`src/rtl/clock_set_ctrl_if.sv`:
```
// Key, time and status signals between the time-setting controller and its neighbours.
// The controller uses the slave modport; whoever drives the keys and time_in uses master.
interface clock_set_ctrl_if;
   logic        key_mode_n;
   logic        key_inc_n;
   logic [23:0] time_in;
   logic [23:0] time_out;
   logic        load;
   logic        setting;
   logic [2:0]  blink_mask;
   logic [1:0]  state_out;

   modport master (
      output key_mode_n, key_inc_n, time_in,
      input  time_out, load, setting, blink_mask, state_out
   );

   modport slave (
      input  key_mode_n, key_inc_n, time_in,
      output time_out, load, setting, blink_mask, state_out
   );
endinterface

```
`src/rtl/clock_set_ctrl.sv`:
```
// Time-setting controller: debounced mode/inc keys walk hour/minute/second edit of a shadow time.
// Optional build macro AUTO_REPEAT_EN adds hold-to-repeat on the increment key.
module clock_set_ctrl #(
   parameter int DB_CYCLES     = 1_000_000,
   parameter int BLINK_CYCLES  = 12_500_000,
   parameter int REPEAT_CYCLES = 15_000_000
) (
   input  logic           clk,
   input  logic           rst,
   clock_set_ctrl_if.slave bus
);
   typedef enum logic [1:0] {RUN = 2'd0, SET_H = 2'd1, SET_M = 2'd2, SET_S = 2'd3} state_t;

   localparam int DB_W = $clog2(DB_CYCLES + 1);
   localparam int BL_W = $clog2(BLINK_CYCLES + 1);
   localparam logic [DB_W-1:0] DB_MAX = DB_W'(DB_CYCLES - 1);
   localparam logic [BL_W-1:0] BL_MAX = BL_W'(BLINK_CYCLES - 1);

   function automatic logic [7:0] wrap_inc(input logic [7:0] value, input logic [7:0] limit);
      return (value >= limit) ? 8'd0 : value + 8'd1;
   endfunction

   logic [1:0]      keys_raw_s;
   logic [1:0]      sync1_r;
   logic [1:0]      sync2_r;
   logic [1:0]      stable_r;
   logic [1:0]      press_r;
   logic [DB_W-1:0] db_cnt_r [2];
   logic            mode_ev_s;
   logic            inc_ev_s;

   state_t          state_r;
   state_t          state_next_s;
   logic [23:0]     time_r;
   logic [23:0]     time_next_s;
   logic            exit_s;
   logic            exit_r;
   logic            load_r;
   logic            setting_r;
   logic [BL_W-1:0] blink_cnt_r;
   logic [BL_W-1:0] blink_cnt_next_s;
   logic            phase_r;
   logic            phase_next_s;
   logic [2:0]      mask_next_s;
   logic [2:0]      blink_mask_r;

   // Index 0 is the mode key, index 1 the increment key; both are active-low.
   assign keys_raw_s = {bus.key_inc_n, bus.key_mode_n};
   assign mode_ev_s  = press_r[0];

   // Synchronizer, debounce counter and released->pressed event pulse for each key
   always_ff @(posedge clk) begin
      if (rst) begin
         sync1_r  <= 2'b11;
         sync2_r  <= 2'b11;
         stable_r <= 2'b11;
         press_r  <= 2'b00;
         for (int k = 0; k < 2; k++) db_cnt_r[k] <= {DB_W{1'b0}};
      end else begin
         sync1_r <= keys_raw_s;
         sync2_r <= sync1_r;
         for (int k = 0; k < 2; k++) begin
            if (sync2_r[k] == stable_r[k]) begin
               db_cnt_r[k] <= {DB_W{1'b0}};
               press_r[k]  <= 1'b0;
            end else if (db_cnt_r[k] == DB_MAX) begin
               stable_r[k] <= sync2_r[k];
               db_cnt_r[k] <= {DB_W{1'b0}};
               press_r[k]  <= stable_r[k];
            end else begin
               db_cnt_r[k] <= db_cnt_r[k] + DB_W'(1);
               press_r[k]  <= 1'b0;
            end
         end
      end
   end

`ifdef AUTO_REPEAT_EN
   localparam int RP_W = $clog2(REPEAT_CYCLES + 1);
   localparam logic [RP_W-1:0] RP_MAX = RP_W'(REPEAT_CYCLES - 1);

   logic [RP_W-1:0] rep_cnt_r;
   logic            rep_pulse_r;

   // Hold timer for the debounced inc key; restarts on press, release or any state change
   always_ff @(posedge clk) begin
      if (rst || stable_r[1] || (state_r == RUN) || mode_ev_s || press_r[1]) begin
         rep_cnt_r   <= {RP_W{1'b0}};
         rep_pulse_r <= 1'b0;
      end else if (rep_cnt_r == RP_MAX) begin
         rep_cnt_r   <= {RP_W{1'b0}};
         rep_pulse_r <= 1'b1;
      end else begin
         rep_cnt_r   <= rep_cnt_r + RP_W'(1);
         rep_pulse_r <= 1'b0;
      end
   end

   assign inc_ev_s = press_r[1] | rep_pulse_r;
`else
   assign inc_ev_s = press_r[1];
`endif

   // Next state and shadow-time edit; a mode event always wins over a coincident inc
   always_comb begin
      state_next_s = state_r;
      time_next_s  = time_r;
      exit_s       = 1'b0;
      case (state_r)
         RUN: begin
            if (mode_ev_s) begin
               state_next_s = SET_H;
               time_next_s  = bus.time_in;
            end else begin
               state_next_s = RUN;
            end
         end
         SET_H: begin
            if (mode_ev_s) begin
               state_next_s = SET_M;
            end else if (inc_ev_s) begin
               time_next_s[23:16] = wrap_inc(time_r[23:16], 8'd23);
            end else begin
               state_next_s = SET_H;
            end
         end
         SET_M: begin
            if (mode_ev_s) begin
               state_next_s = SET_S;
            end else if (inc_ev_s) begin
               time_next_s[15:8] = wrap_inc(time_r[15:8], 8'd59);
            end else begin
               state_next_s = SET_M;
            end
         end
         SET_S: begin
            if (mode_ev_s) begin
               state_next_s = RUN;
               exit_s       = 1'b1;
            end else if (inc_ev_s) begin
               time_next_s[7:0] = wrap_inc(time_r[7:0], 8'd59);
            end else begin
               state_next_s = SET_S;
            end
         end
         default: begin
            state_next_s = RUN;
         end
      endcase
   end

   // Blink phase restarts visible on every field entry and every edit
   always_comb begin
      blink_cnt_next_s = blink_cnt_r;
      phase_next_s     = phase_r;
      if ((state_next_s == RUN) || mode_ev_s || inc_ev_s) begin
         blink_cnt_next_s = {BL_W{1'b0}};
         phase_next_s     = 1'b0;
      end else if (blink_cnt_r == BL_MAX) begin
         blink_cnt_next_s = {BL_W{1'b0}};
         phase_next_s     = ~phase_r;
      end else begin
         blink_cnt_next_s = blink_cnt_r + BL_W'(1);
      end
      mask_next_s = {phase_next_s & (state_next_s == SET_H),
                     phase_next_s & (state_next_s == SET_M),
                     phase_next_s & (state_next_s == SET_S)};
   end

   // State register and registered outputs; load trails the return to RUN by one cycle
   always_ff @(posedge clk) begin
      if (rst) begin
         state_r      <= RUN;
         time_r       <= 24'd0;
         setting_r    <= 1'b0;
         exit_r       <= 1'b0;
         load_r       <= 1'b0;
         blink_cnt_r  <= {BL_W{1'b0}};
         phase_r      <= 1'b0;
         blink_mask_r <= 3'b000;
      end else begin
         state_r      <= state_next_s;
         time_r       <= time_next_s;
         setting_r    <= (state_next_s != RUN);
         exit_r       <= exit_s;
         load_r       <= exit_r;
         blink_cnt_r  <= blink_cnt_next_s;
         phase_r      <= phase_next_s;
         blink_mask_r <= mask_next_s;
      end
   end

   assign bus.state_out  = state_r;
   assign bus.time_out   = time_r;
   assign bus.setting    = setting_r;
   assign bus.load       = load_r;
   assign bus.blink_mask = blink_mask_r;
endmodule
```
`src/flat_wrapper.sv`:
```
// flat-port wrapper written by rule: the top's interface ports become plain ports
module clock_set_ctrl_flat 
#(
   parameter int DB_CYCLES     = 1_000_000,
   parameter int BLINK_CYCLES  = 12_500_000,
   parameter int REPEAT_CYCLES = 15_000_000
)
  (clk, rst, bus_key_mode_n, bus_key_inc_n, bus_time_in, bus_time_out, bus_load, bus_setting, bus_blink_mask, bus_state_out);
  clock_set_ctrl_if bus_i ();
  input  logic clk;
  input  logic rst;
  input wire logic [$bits(bus_i.key_mode_n)-1:0] bus_key_mode_n;
  input wire logic [$bits(bus_i.key_inc_n)-1:0] bus_key_inc_n;
  input wire logic [$bits(bus_i.time_in)-1:0] bus_time_in;
  output wire logic [$bits(bus_i.time_out)-1:0] bus_time_out;
  output wire logic [$bits(bus_i.load)-1:0] bus_load;
  output wire logic [$bits(bus_i.setting)-1:0] bus_setting;
  output wire logic [$bits(bus_i.blink_mask)-1:0] bus_blink_mask;
  output wire logic [$bits(bus_i.state_out)-1:0] bus_state_out;
  assign bus_i.key_mode_n = bus_key_mode_n;
  assign bus_i.key_inc_n = bus_key_inc_n;
  assign bus_i.time_in = bus_time_in;
  assign bus_time_out = bus_i.time_out;
  assign bus_load = bus_i.load;
  assign bus_setting = bus_i.setting;
  assign bus_blink_mask = bus_i.blink_mask;
  assign bus_state_out = bus_i.state_out;
  clock_set_ctrl #(.DB_CYCLES(DB_CYCLES), .BLINK_CYCLES(BLINK_CYCLES), .REPEAT_CYCLES(REPEAT_CYCLES)) u_core (.clk(clk), .rst(rst), .bus(bus_i));
endmodule
```
`config.mk`:
```
export PLATFORM = sky130hd
export DESIGN_NAME = clock_set_ctrl_flat
export DESIGN_NICKNAME = d
export VERILOG_FILES = /design/src/rtl/clock_set_ctrl_if.sv /design/src/rtl/clock_set_ctrl.sv /design/src/flat_wrapper.sv
export SDC_FILE = /design/constraint.sdc
export NUM_CORES = 1
export LEC_CHECK = 0
export ABC_AREA = 1
export ABC_CLOCK_PERIOD_IN_PS = 2850
export BUFFER_PORTS_ARGS = -buffer_cell sky130_fd_sc_hd__buf_2
export CAP_MARGIN = 20
export CORE_ASPECT_RATIO = 1.75
export CORE_MARGIN = 2
export CORE_UTILIZATION = 60
export DETAILED_ROUTE_END_ITERATION = 10
export HOLD_SLACK_MARGIN = 0.12
export PLACE_DENSITY = 0.91
export SLEW_MARGIN = 5
export SYNTH_ARGS = -nofsm -noshare
export SYNTH_HDL_FRONTEND = slang
export SYNTH_SLANG_ARGS = --single-unit
```
`constraint.sdc`:
```
create_clock -name clk -period 2.85 [get_ports clk]
set_input_delay 0.4275 -clock clk [delete_from_list [all_inputs] [get_ports clk]]
set_output_delay 0.4275 -clock clk [all_outputs]
set_load 0.005 [all_outputs]
```
* After elaboration in Yosys (flattened, before gate mapping)
Memories as Yosys holds them, arrays and structs flattened. Cells that the tools add are included.
Word-level totals: flip-flop bits (word level) 65, memories kept 1, bits in writable memories 40, bits of input ports 28, output and inout port bits 31, word-level logic and storage cells 130
Cells by class: $lt $le $gt $ge 3, equal/unequal tests 18, multiplexer cells 54, reductions and logical operators 17, bitwise logic cells 15, $add $sub $neg 6
Memories:
- u_core.db_cnt_r | depth 2, width 20, rd ports 2, clocked after Yosys merged registers in 0, write ports 2, RTL line clock_set_ctrl.sv:28 | logic [DB_W-1:0] db_cnt_r [2];
Operators by type and width (count):
- 20-bit two-way mux | 6
- 8-bit two-way mux | 9
- 8-bit case mux with 2 select lines | 3
- 20-bit by 1-bit adder with 20-bit output, second input constant | 2
- 20-bit == test, second input constant | 2
- 1-bit two-way mux | 28
- 24-bit by 1-bit adder with 24-bit output, second input constant | 1
- 8-bit by 1-bit adder with 8-bit output, second input constant | 3
- 24-bit == test, second input constant | 1
- 24-bit two-way mux | 1
- 8-bit by 6-bit greater-or-equal comparator with 1-bit output, second input constant | 2
- 2-bit two-way mux | 6
- 4-bit AND reduction | 3
- 3-bit OR reduction | 3
- 2-bit == test, second input constant | 4
- 8-bit by 5-bit greater-or-equal comparator with 1-bit output, second input constant | 1
- 2-bit by 1-bit != test with 1-bit output, second input constant | 4
- 2-bit case mux with 4 select lines | 1
- 2-bit nonzero test | 4
- 2-bit != test, second input constant | 3
- 1-bit NOT | 6
- 1-bit bitwise OR | 6
- 2-bit by 1-bit == test with 1-bit output, second input constant | 2
- 2-bit logical NOT | 2
- other kinds (5) | 10

* Depth between registers and ports, before layout
Gate-level depths: netlist of run 1.
depth after elaboration 8, gate-level depth with buffers 10, gate-level depth less buffers 10

* Worst setup path after synthesis of run 1
Ideal clock, no wire load.
path type register -> register, start point memory u_core.db_cnt_r[0][0] in the netlist's numbering, end point memory u_core.db_cnt_r[0][15] in the netlist's numbering (data pin), data required time 2.596 ns, cell stages (with the launch flop) 8, setup time 0.254 ns, clock period less this slack 1.640 ns, data arrival time 1.386 ns, path buffers 1, path slack 1.210 ns, cell sequence edfxtp_1 -> ha_1 -> nand3_2 -> nor3_2 -> nand3_2 -> nand2_4 -> buf_6 -> nor2_1
RTL lines (RTL line):
- start: declaration | clock_set_ctrl.sv:28

* Worst setup path in the final report of run 1
start point register u_core.blink_cnt_r[0], end point register u_core.blink_cnt_r[17]
Between the ends: longest elaborated chain between the ends 2, elaborated cells between the ends (all ways) 3, classes of those cells add/sub: 1; eq/ne: 1; reduce/logical: 1
Ends and longest elaborated chain:
- start: declaration | RTL line clock_set_ctrl.sv:40 | logic [BL_W-1:0] blink_cnt_r;
- start signal: assignment | RTL line clock_set_ctrl.sv:178 | blink_cnt_r <= {BL_W{1'b0}};
- start signal: assignment | RTL line clock_set_ctrl.sv:187 | blink_cnt_r <= blink_cnt_next_s;
- branches (longest 2 deep; another with 24-bit by 1-bit adder with 24-bit output)
Parallel ways; which one is timed is not known. A chain may end at the register's enable or synchronous reset.

==> impl_metrics.ini, run 1 <==
[critical_path]
crit_arrival_ps = 2240
path_max_fanout = 22
end_kind = register
cp.required_ps = 3090
worst-r2r-cell-count = 8
reg2reg_from = u_core.blink_cnt_r[0]$_SDFF_PP0_
critical_path_class = reg -> reg
setup.worst_path.start_class = register
ff2ff_setup_slack_ps = 850
r2r_end = u_core.blink_cnt_r[17]$_SDFF_PP0_

[synth]
synthArstFlopShare_pct = 0
synthMostInstantiatedCell = nand2_1
synthTopCellsByCount = nand2_1, nor2_1, dfxtp_1, inv_1, a21oi_1
synthCells = 748
seq_area_frac_synth_pct = 44.0
synth_area_leaders = dfxtp_1, edfxtp_1, nand2_1
syn_area_um2 = 5690
yosysWarnings = 0
yosysTopAreaCellShare_pct = 22.9
ys_seq_elements = 105
ys_types = 37
yosys_most_used_dff = dfxtp_1
syn-mean-instance-area_um2 = 7.61
yosysTopAreaCell = dfxtp_1
synth_edf_count = 40

[sta]
hold_violations = 0
fmax_mhz = 501
setup_tns_ps = 0
slew_violations = 0
tightest_slew_ps = 757
skew_ps = 8.42
period_share_pct = 70.0
finalCriticalPeriod_ps = 2000
fin_ws_ps = 854
rsz0062_at_grt = no
setup-violations-final = 0
relSlewSlack_pct = 49.4

[global_routing]
grt_max_degree = 27
grt_use_total_pct = 26.1
grt_pass1_wl_mm = 21.9
antenna_found_initial = 0
grt_pass1_vias = 5004
grt-ovfl-total = 0

[floorplanning]
die_w_um = 77.6
rows = 47
dieArea_um2 = 10300
fp.dieH_um = 133
core_um2 = 9350
start_util_pct = 60.9
io_pins = 59

[finish]
area_delta_synth_final_pct = 14.5
drive_above_1_share_pct = 14.1
diodes = 0
final_nets = 881

[route]
dr_total_vias = 5271
drc = 0
wl_per_cell_um = 13.3
final_antenna_net_count = 0
wl_mm = 12.9
vias_per_cell = 5.41
first_pass_iters = 5
first_iter_violations = 373

[power_and_ir_drop]
leakage_uw = 0.00265
p_total_uw = 2970
power.density_cell_area_nw_per_um2 = 456
irDropWorstVdd_uv = 338

[cts]
cts_tree = built
cts_hold_buf = 0
clock_latency_ps = 350
clock-sinks = 105
postCtsSetupRepairBufs = 0
htree_levels = 3
cts_max_path_buffers = 2
clkTransAtPathRegs_ps = 70
clockRootBuffer = clkbuf_16
cts_made_buffers = 9
ctsResizeCount = 0

[status]
status = completed

[hold_path]
hold_start = bus_key_mode_n
whs_path_depth = 2
whs_endpoint = u_core.sync1_r[0]$_SDFF_PP1_
hold_class = in -> reg

[flow_run]
cap_violations = 0

[place]
gp_congestion = 0.935
pre_cts_slack_ps = 859
port-buffer-count = 58
dpl.hpwl_mm = 9.60
-- final cells by class --
class / count / area (um2)
clock inverters: 1 / 5.00
multi-input cells: 600 / 2990
clock buffers: 15 / 294
well taps: 122 / 153
inverters: 71 / 267
repair buffers: 60 / 305
flip-flops and latches: 105 / 2500
fillers: 779 / 2840
-- critical path, cell delays in order, from the launching register on --
cell	delay [ps]
dfxtp_1	350
ha_1	200
nand3_2	130
nor2_1	160
nand3_1	110
nand2_1	580
inv_1	180
nand2_1	130
nor2_1	40
-- state kept, by name, indices dropped and copies added, names as in the netlist, 2 cells and up --
signal and count:
u_core.blink_cnt_r 24, u_core.bus.blink_mask 3, u_core.bus.state_out 2, u_core.bus.time_out 24, u_core.sync1_r 2, u_core.stable_r 2, u_core.db_cnt_r 40, u_core.press_r 2
u_core.sync2_r 2
-- routing by layer --
layer	wire, um	share of wire [%]	up-vias	track usage, %
li1	-	-	2651	-
met3	530	4.1	50	3.96
met5	0	0	-	0
met2	7030	54	163	47.3
met4	539	4.2	0	14.5
met1	4850	37	2407	28.5
-- layout by cell type (no fill, tap or decap), types with 3 or more instances in the layout --
cell and count:
clkbuf_1 3, ha_1 6, buf_2 58, nor3_1 17
nor2_2 6, inv_1 65, or2_0 5, nor4_1 3
xor2_1 16, nand3_2 5, dfxtp_1 65, nand2_2 5
o21ai_0 35, nor3_2 3, xnor2_1 6, or2_2 9
nand3_1 39, inv_2 6, clkbuf_16 11, nor2_4 4
nor2_1 128, nor3_4 5, a21oi_1 62, nand4_1 33
nand3b_1 7, a31oi_1 4, conb_1 40, nand2_1 151
edfxtp_1 40
-- worst max path at each step --
stage / slack [ps] / endpoint / cells past startpoint / startpoint
after floorplan: 1210 / u_core.db_cnt_r[0][15]$_SDFFCE_PN0P_ / 7 / u_core.db_cnt_r[0][0]$_SDFFCE_PN0P_
after global placement: 950 / u_core.blink_cnt_r[19]$_SDFF_PP0_ / 8 / u_core.blink_cnt_r[0]$_SDFF_PP0_
after detailed placement: 860 / u_core.blink_cnt_r[17]$_SDFF_PP0_ / 8 / u_core.blink_cnt_r[0]$_SDFF_PP0_
after CTS: 850 / u_core.blink_cnt_r[17]$_SDFF_PP0_ / 8 / u_core.blink_cnt_r[0]$_SDFF_PP0_
after global routing: 560 / u_core.blink_cnt_r[19]$_SDFF_PP0_ / 8 / u_core.blink_cnt_r[0]$_SDFF_PP0_
final: 850 / u_core.blink_cnt_r[17]$_SDFF_PP0_ / 8 / u_core.blink_cnt_r[0]$_SDFF_PP0_
-- through the flow --
stage	hold slack [ps]	util, %	cell area, um2	std cells
2_1_floorplan	388	-	5840	787
3_3_place_gp	396	66.5	6210	958
3_5_place_dp	398	66.5	6210	958
4_1_cts	261	69.7	6510	974
5_1_grt	257	69.7	6510	974
6_report	261	69.7	6510	974
-- cell families after synthesis --
| family | after synthesis | synth area share [%] |
|---|---|---|
| flip-flops | 105 | 44.0 |
| other | 1 | 0.0659 |
| buffers and inverters | 82 | 6.09 |
| AND/OR/NAND/NOR | 425 | 35.4 |
| adder cells (fa/ha/maj) | 6 | 1.32 |
| XOR/XNOR | 22 | 3.39 |
| AO/OA/AOI/OAI | 107 | 9.81 |
-- report_power, final --
group          switching, uW  internal [uW]  leakage, uW
clock                    539            710     0.000148
sequential              33.8           1580     0.000937
combinational           65.2           37.2      0.00156
Note: power is estimated with default switching activity, not from simulation.
==> inputs of run 2 (changes only) <==
ABC_AREA = 0   (was 1)
ABC_CLOCK_PERIOD_IN_PS = 1900   (was 2850)
CORE_UTILIZATION = 59   (was 60)
PLACE_DENSITY = 0.9   (was 0.91)
clock period = 1.9 ns   (was 2.85 ns; I/O delays follow)
==> run 2 against run 1 <==
The run now ends with setup timing left. Combinational power rose by 130%. Power rose by 52%. Via count rose by 2.2%. Register-to-register slack got worse by 1300 ps. Critical path depth fell by 3. Synthesized cell count fell by 25%. Core utilization rose by 9.3 points. First-iteration DRC count rose by 62%. Largest cell class unchanged. Count of clock-buffer cells in the layout fell by 4. Flip-flop and latch count did not move. Highest routed layer unchanged. Sequential share of layout area fell by 1.5 points. Die area fell by 6.5%.
==> impl_metrics.ini, run 2 <==
[sta]
fin_ws_ps = -398
slew_violations = 0
relSlewSlack_pct = 62.5
hold_ws_ps = 121
setup-violations-final = 43
tightest_slew_ps = 557
fmax_mhz = 435
hold_violations = 0
skew_ps = 11.2
rsz0062_at_grt = yes
period_share_pct = 121
finalCriticalPeriod_ps = 2300

[synth]
syn-mean-instance-area_um2 = 9.35
ys_types = 56
synth_area_leaders = dfxtp_1, edfxtp_1, a21oi_1
synthTopCellsByCount = dfxtp_1, nor2_1, a21oi_1, edfxtp_1, nand2_1
synth_edf_count = 40
yosysTopAreaCell = dfxtp_1
synthCells = 558
synthArstFlopShare_pct = 0
ys_seq_elements = 105
seq_area_frac_synth_pct = 48.0
synthMostInstantiatedCell = dfxtp_1
yosysWarnings = 0
yosys_most_used_dff = dfxtp_1
yosysTopAreaCellShare_pct = 24.9
syn_area_um2 = 5220

[cts]
clock-sinks = 105
clock_latency_ps = 360
clkTransAtPathRegs_ps = 80
htree_levels = 3
clockRootBuffer = clkbuf_16
cts_tree = built
cts_made_buffers = 9
cts_max_path_buffers = 2

[global_routing]
grt_pass1_vias = 4913
antenna_found_initial = 0
grt_pass1_wl_mm = 21.4
grt-ovfl-total = 0
grt_max_degree = 25
grt_use_total_pct = 28.8

[place]
place_inst = 796
gp_congestion = 0.849
place_area_um2 = 6090
port-buffer-count = 58
dpl.hpwl_mm = 9.18

[critical_path]
setup.worst_path.start_class = register
path_delay_family = simple AND/OR/NAND/NOR gates
worst-path-buf-inv = 1
crit_slowest_cell = or4_4
critical_path_class = reg -> reg
cp_cell_sequence = or4b_1, or4_4, o211ai_4, buf_6, nor2_1
end_kind = register
cp.required_ps = 2000
crit_arrival_ps = 2400
slowest_delay_ps = 570
path_max_fanout = 10

[route]
drc = 0
dr.max_layer_used = met4
wl_met2_mm = 8.93
wl_per_cell_um = 20.1
first_pass_iters = 7
first_iter_violations = 605
wl_mm = 16.7
vias_per_cell = 6.50
wl_met1_mm = 5.34
dr_wl_met3_mm = 1.09
dr_total_vias = 5389
final_antenna_net_count = 0

[finish]
final_common_cell = buf_4
final_cells = 829
drive_above_1_share_pct = 27.8
final_cell_area_um2 = 6810
diodes = 0
top_register = u_core.db_cnt_r
largest_reg_flops = 40
postLayoutCoreUtil_pct = 79.0
final_nets = 741
area_delta_synth_final_pct = 30.5
layout_common_cells = buf_4, buf_2, dfxtp_1

[status]
violations = setup timing
status = finished, violations left

[floorplanning]
fp.dieH_um = 128
start_util_pct = 60.6
io_pins = 59
die_w_um = 75.1
core_um2 = 8610
rows = 45
dieArea_um2 = 9640

[power_and_ir_drop]
irDropWorstVdd_uv = 837
leakage_uw = 0.00251
power.density_cell_area_nw_per_um2 = 661

[flow_run]
cap_violations = 0

[hold_path]
hold_class = in -> reg
## run 2: path summary, 6_finish.rpt
path	start	to	slack, ps	cells after the start
setup / recovery	u_core.db_cnt_r[0][10]$_SDFFCE_PN0P_	u_core.db_cnt_r[0][13]$_SDFFCE_PN0P_	-400	5
hold / removal	bus_key_inc_n	u_core.sync1_r[1]$_SDFF_PP1_	120	2
setup reg to reg	u_core.db_cnt_r[0][10]$_SDFFCE_PN0P_	u_core.db_cnt_r[0][13]$_SDFFCE_PN0P_	-400	5
hold reg to reg	u_core.sync1_r[1]$_SDFF_PP1_	u_core.sync2_r[1]$_SDFF_PP1_	430	1
## run 2: metrics by stage
stage	setup slack (ps)	power, uW	TNS [ps]
floorplan	-216	2540	-4340
global placement	-210	2610	-4240
detailed placement	-277	2630	-5680
CTS	-309	4400	-6160
global route	-423	4590	-12220
finish	-398	4500	-10620
## run 2: cell families (layout without fill, tap and decap cells)
| group | after synthesis | after routing | share of synthesized area [%] |
|---|---|---|---|
| other | 1 | 40 | 0.0719 |
| AND/OR/NAND/NOR | 242 | 242 | 25.1 |
| buffers and inverters | 48 | 163 | 3.72 |
| flip-flops | 105 | 105 | 48.0 |
| XOR/XNOR | 40 | 40 | 6.72 |
| adder cells (fa/ha/maj) | 6 | 6 | 1.44 |
| AO/OA/AOI/OAI | 116 | 116 | 15.0 |
## run 2: area by class of cell
class,instances,area [um2]
inverters,19,71.3
clock buffers,11,253
clock inverters,5,38.8
repair buffers,128,878
flip-flops and latches,105,2510
fillers,495,1810
well taps,117,146
multi-input cells,444,2910
## run 2: what timing repair did
item | 4_1_cts | 5_1_grt
cloned | 0 | 1
endpoints found under the hold margin | 1 | 0
setup buffers | 3 | 12
gates resized for setup | 8 | 68
setup endpoints to repair | 41 | 48
pin swaps | 0 | 26
hold buffers | 1 | 0
## run 2: per-layer routing
layer / up-vias / track usage (%)
li1: 2353 / -
met1: 2548 / 28.9
met2: 355 / 52.4
met3: 133 / 5.17
met4: 0 / 17.4
met5: - / 0
## run 2: where the power goes
part	internal, uW	switching, uW	total, uW
combinational	99.5	136	235
sequential	2370	46.6	2420
clock	969	875	1840
==> inputs of run 3 (changes only) <==
CORE_UTILIZATION = 30   (was 59)
PLACE_DENSITY = 0.57   (was 0.9)
REMOVE_ABC_BUFFERS = 1   (was unset)
==> run 3 against run 2 <==
The run still ends with setup timing left. Via count shrank 10%. Clock power grew 14%. Power up 5.0%. Largest cell class unchanged. Highest routed layer unchanged.
==> impl_metrics.ini, run 3 (synthesis results as in run 2) <==
[route]
final_antenna_net_count = 0
vias_per_cell = 5.10
first_iter_violations = 194
wl_mm = 14.2
drc = 0
wl_per_cell_um = 14.9
first_pass_iters = 5
dr_total_vias = 4852

[sta]
setup-violations-final = 23
hold_violations = 0
rsz0062_at_grt = yes
fmax_mhz = 455
slew_violations = 0
finalCriticalPeriod_ps = 2200
period_share_pct = 116
tightest_slew_ps = 519
skew_ps = 7.31
fin_ws_ps = -297
relSlewSlack_pct = 65.3

[floorplanning]
start_util_pct = 30.6
fp.dieH_um = 178
dieArea_um2 = 18500
io_pins = 59
core_um2 = 17000
rows = 63
die_w_um = 104

[critical_path]
worst-r2r-cell-count = 5
path_max_fanout = 20
cp.required_ps = 1990
crit_arrival_ps = 2280
setup.worst_path.start_class = register
end_kind = register
critical_path_class = reg -> reg

[global_routing]
grt_max_degree = 29
grt-ovfl-total = 0
grt_use_total_pct = 15.1
antenna_found_initial = 0
grt_pass1_vias = 4836
grt_pass1_wl_mm = 22.9

[place]
gp_congestion = 0.885
place_area_um2 = 6300
dpl.hpwl_mm = 10.2
port-buffer-count = 58

[cts]
clock-sinks = 105
cts_tree = built
clock_latency_ps = 350
clockRootBuffer = clkbuf_16
cts_max_path_buffers = 2
cts_made_buffers = 9
clkTransAtPathRegs_ps = 70
htree_levels = 3

[status]
status = finished, violations left
violations = setup timing

[power_and_ir_drop]
power.density_cell_area_nw_per_um2 = 675
leakage_uw = 0.00256
irDropWorstVdd_uv = 391

[hold_path]
hold_class = in -> reg
whs_path_depth = 2

[finish]
drive_above_1_share_pct = 27.7
top_register = u_core.db_cnt_r
area_delta_synth_final_pct = 34.1
layout_common_cells = buf_4, dfxtp_1, buf_2
diodes = 0
postLayoutCoreUtil_pct = 41.1
final_common_cell = buf_4
largest_reg_flops = 40
final_nets = 754
final_cell_area_um2 = 6990

[flow_run]
cap_violations = 0
==> run 3: metal layers <==
metal  vias to the layer above  share of wire [%]  global-route usage (%)  wire length (um)
met2                        91                 55                    28.9              7820
li1                       2376                  -                       -                 -
met4                         0                2.8                    5.86               398
met3                        26                2.3                    3.00               333
met1                      2359                 40                    16.3              5670
met5                         -                  0                       0                 0
==> run 3: worst max-delay path, stage by stage (launching register included) <==
cell and delay, ps:
edfxtp_1 390, or4_4 550, or4_4 550, o211ai_2 210
buf_12 180, a21oi_1 60
==> run 3: final cells by class <==
type | instances | area (um2)
well taps | 227 | 284
repair buffers | 140 | 963
clock buffers | 9 | 225
fillers | 1701 | 10000
inverters | 19 | 71.3
multi-input cells | 445 | 2830
flip-flops and latches | 105 | 2510
clock inverters | 7 | 109
==> run 3: worst paths after layout <==
check | from | end | slack (ps)
worst max-delay path | u_core.db_cnt_r[0][7]$_SDFFCE_PN0P_ | u_core.db_cnt_r[0][19]$_SDFFCE_PN0P_ | -300
worst min-delay path | bus_key_inc_n | u_core.sync1_r[1]$_SDFF_PP1_ | 140
worst max register to register | u_core.db_cnt_r[0][7]$_SDFFCE_PN0P_ | u_core.db_cnt_r[0][19]$_SDFFCE_PN0P_ | -300
worst min register to register | u_core.sync1_r[1]$_SDFF_PP1_ | u_core.sync2_r[1]$_SDFF_PP1_ | 410
==> run 3: what timing repair did <==
| action | in CTS | in global routing |
|---|---|---|
| cloned | 0 | 4 |
| endpoints found under the setup margin | 30 | 50 |
| hold buffers | 1 | 0 |
| hold endpoints to repair | 1 | 0 |
| pin swaps | 0 | 16 |
| resized for setup | 4 | 42 |
| buffers inserted | 0 | 18 |
==> run 3: metrics by stage <==
stage / hold WS (ps) / TNS [ps] / worst slack, ps / cells / power (uW)
after floorplan: 354 / -17300 / -452 / 568 / 2530
after global placement: 397 / -5170 / -250 / 914 / 2620
after detailed placement: 395 / -6020 / -303 / 914 / 2630
after CTS: 125 / -6070 / -306 / 931 / 4740
after global routing: 133 / -7540 / -354 / 952 / 4890
final: 140 / -5850 / -297 / 952 / 4720
==> run 3: power breakdown <==
| group | total, uW | internal (uW) | leakage (uW) | switching, uW |
|---|---|---|---|---|
| Clock | 2100 | 1280 | 0.000167 | 828 |
| Combinational | 208 | 98.5 | 0.00145 | 110 |
| Sequential | 2410 | 2370 | 0.000939 | 36.4 |
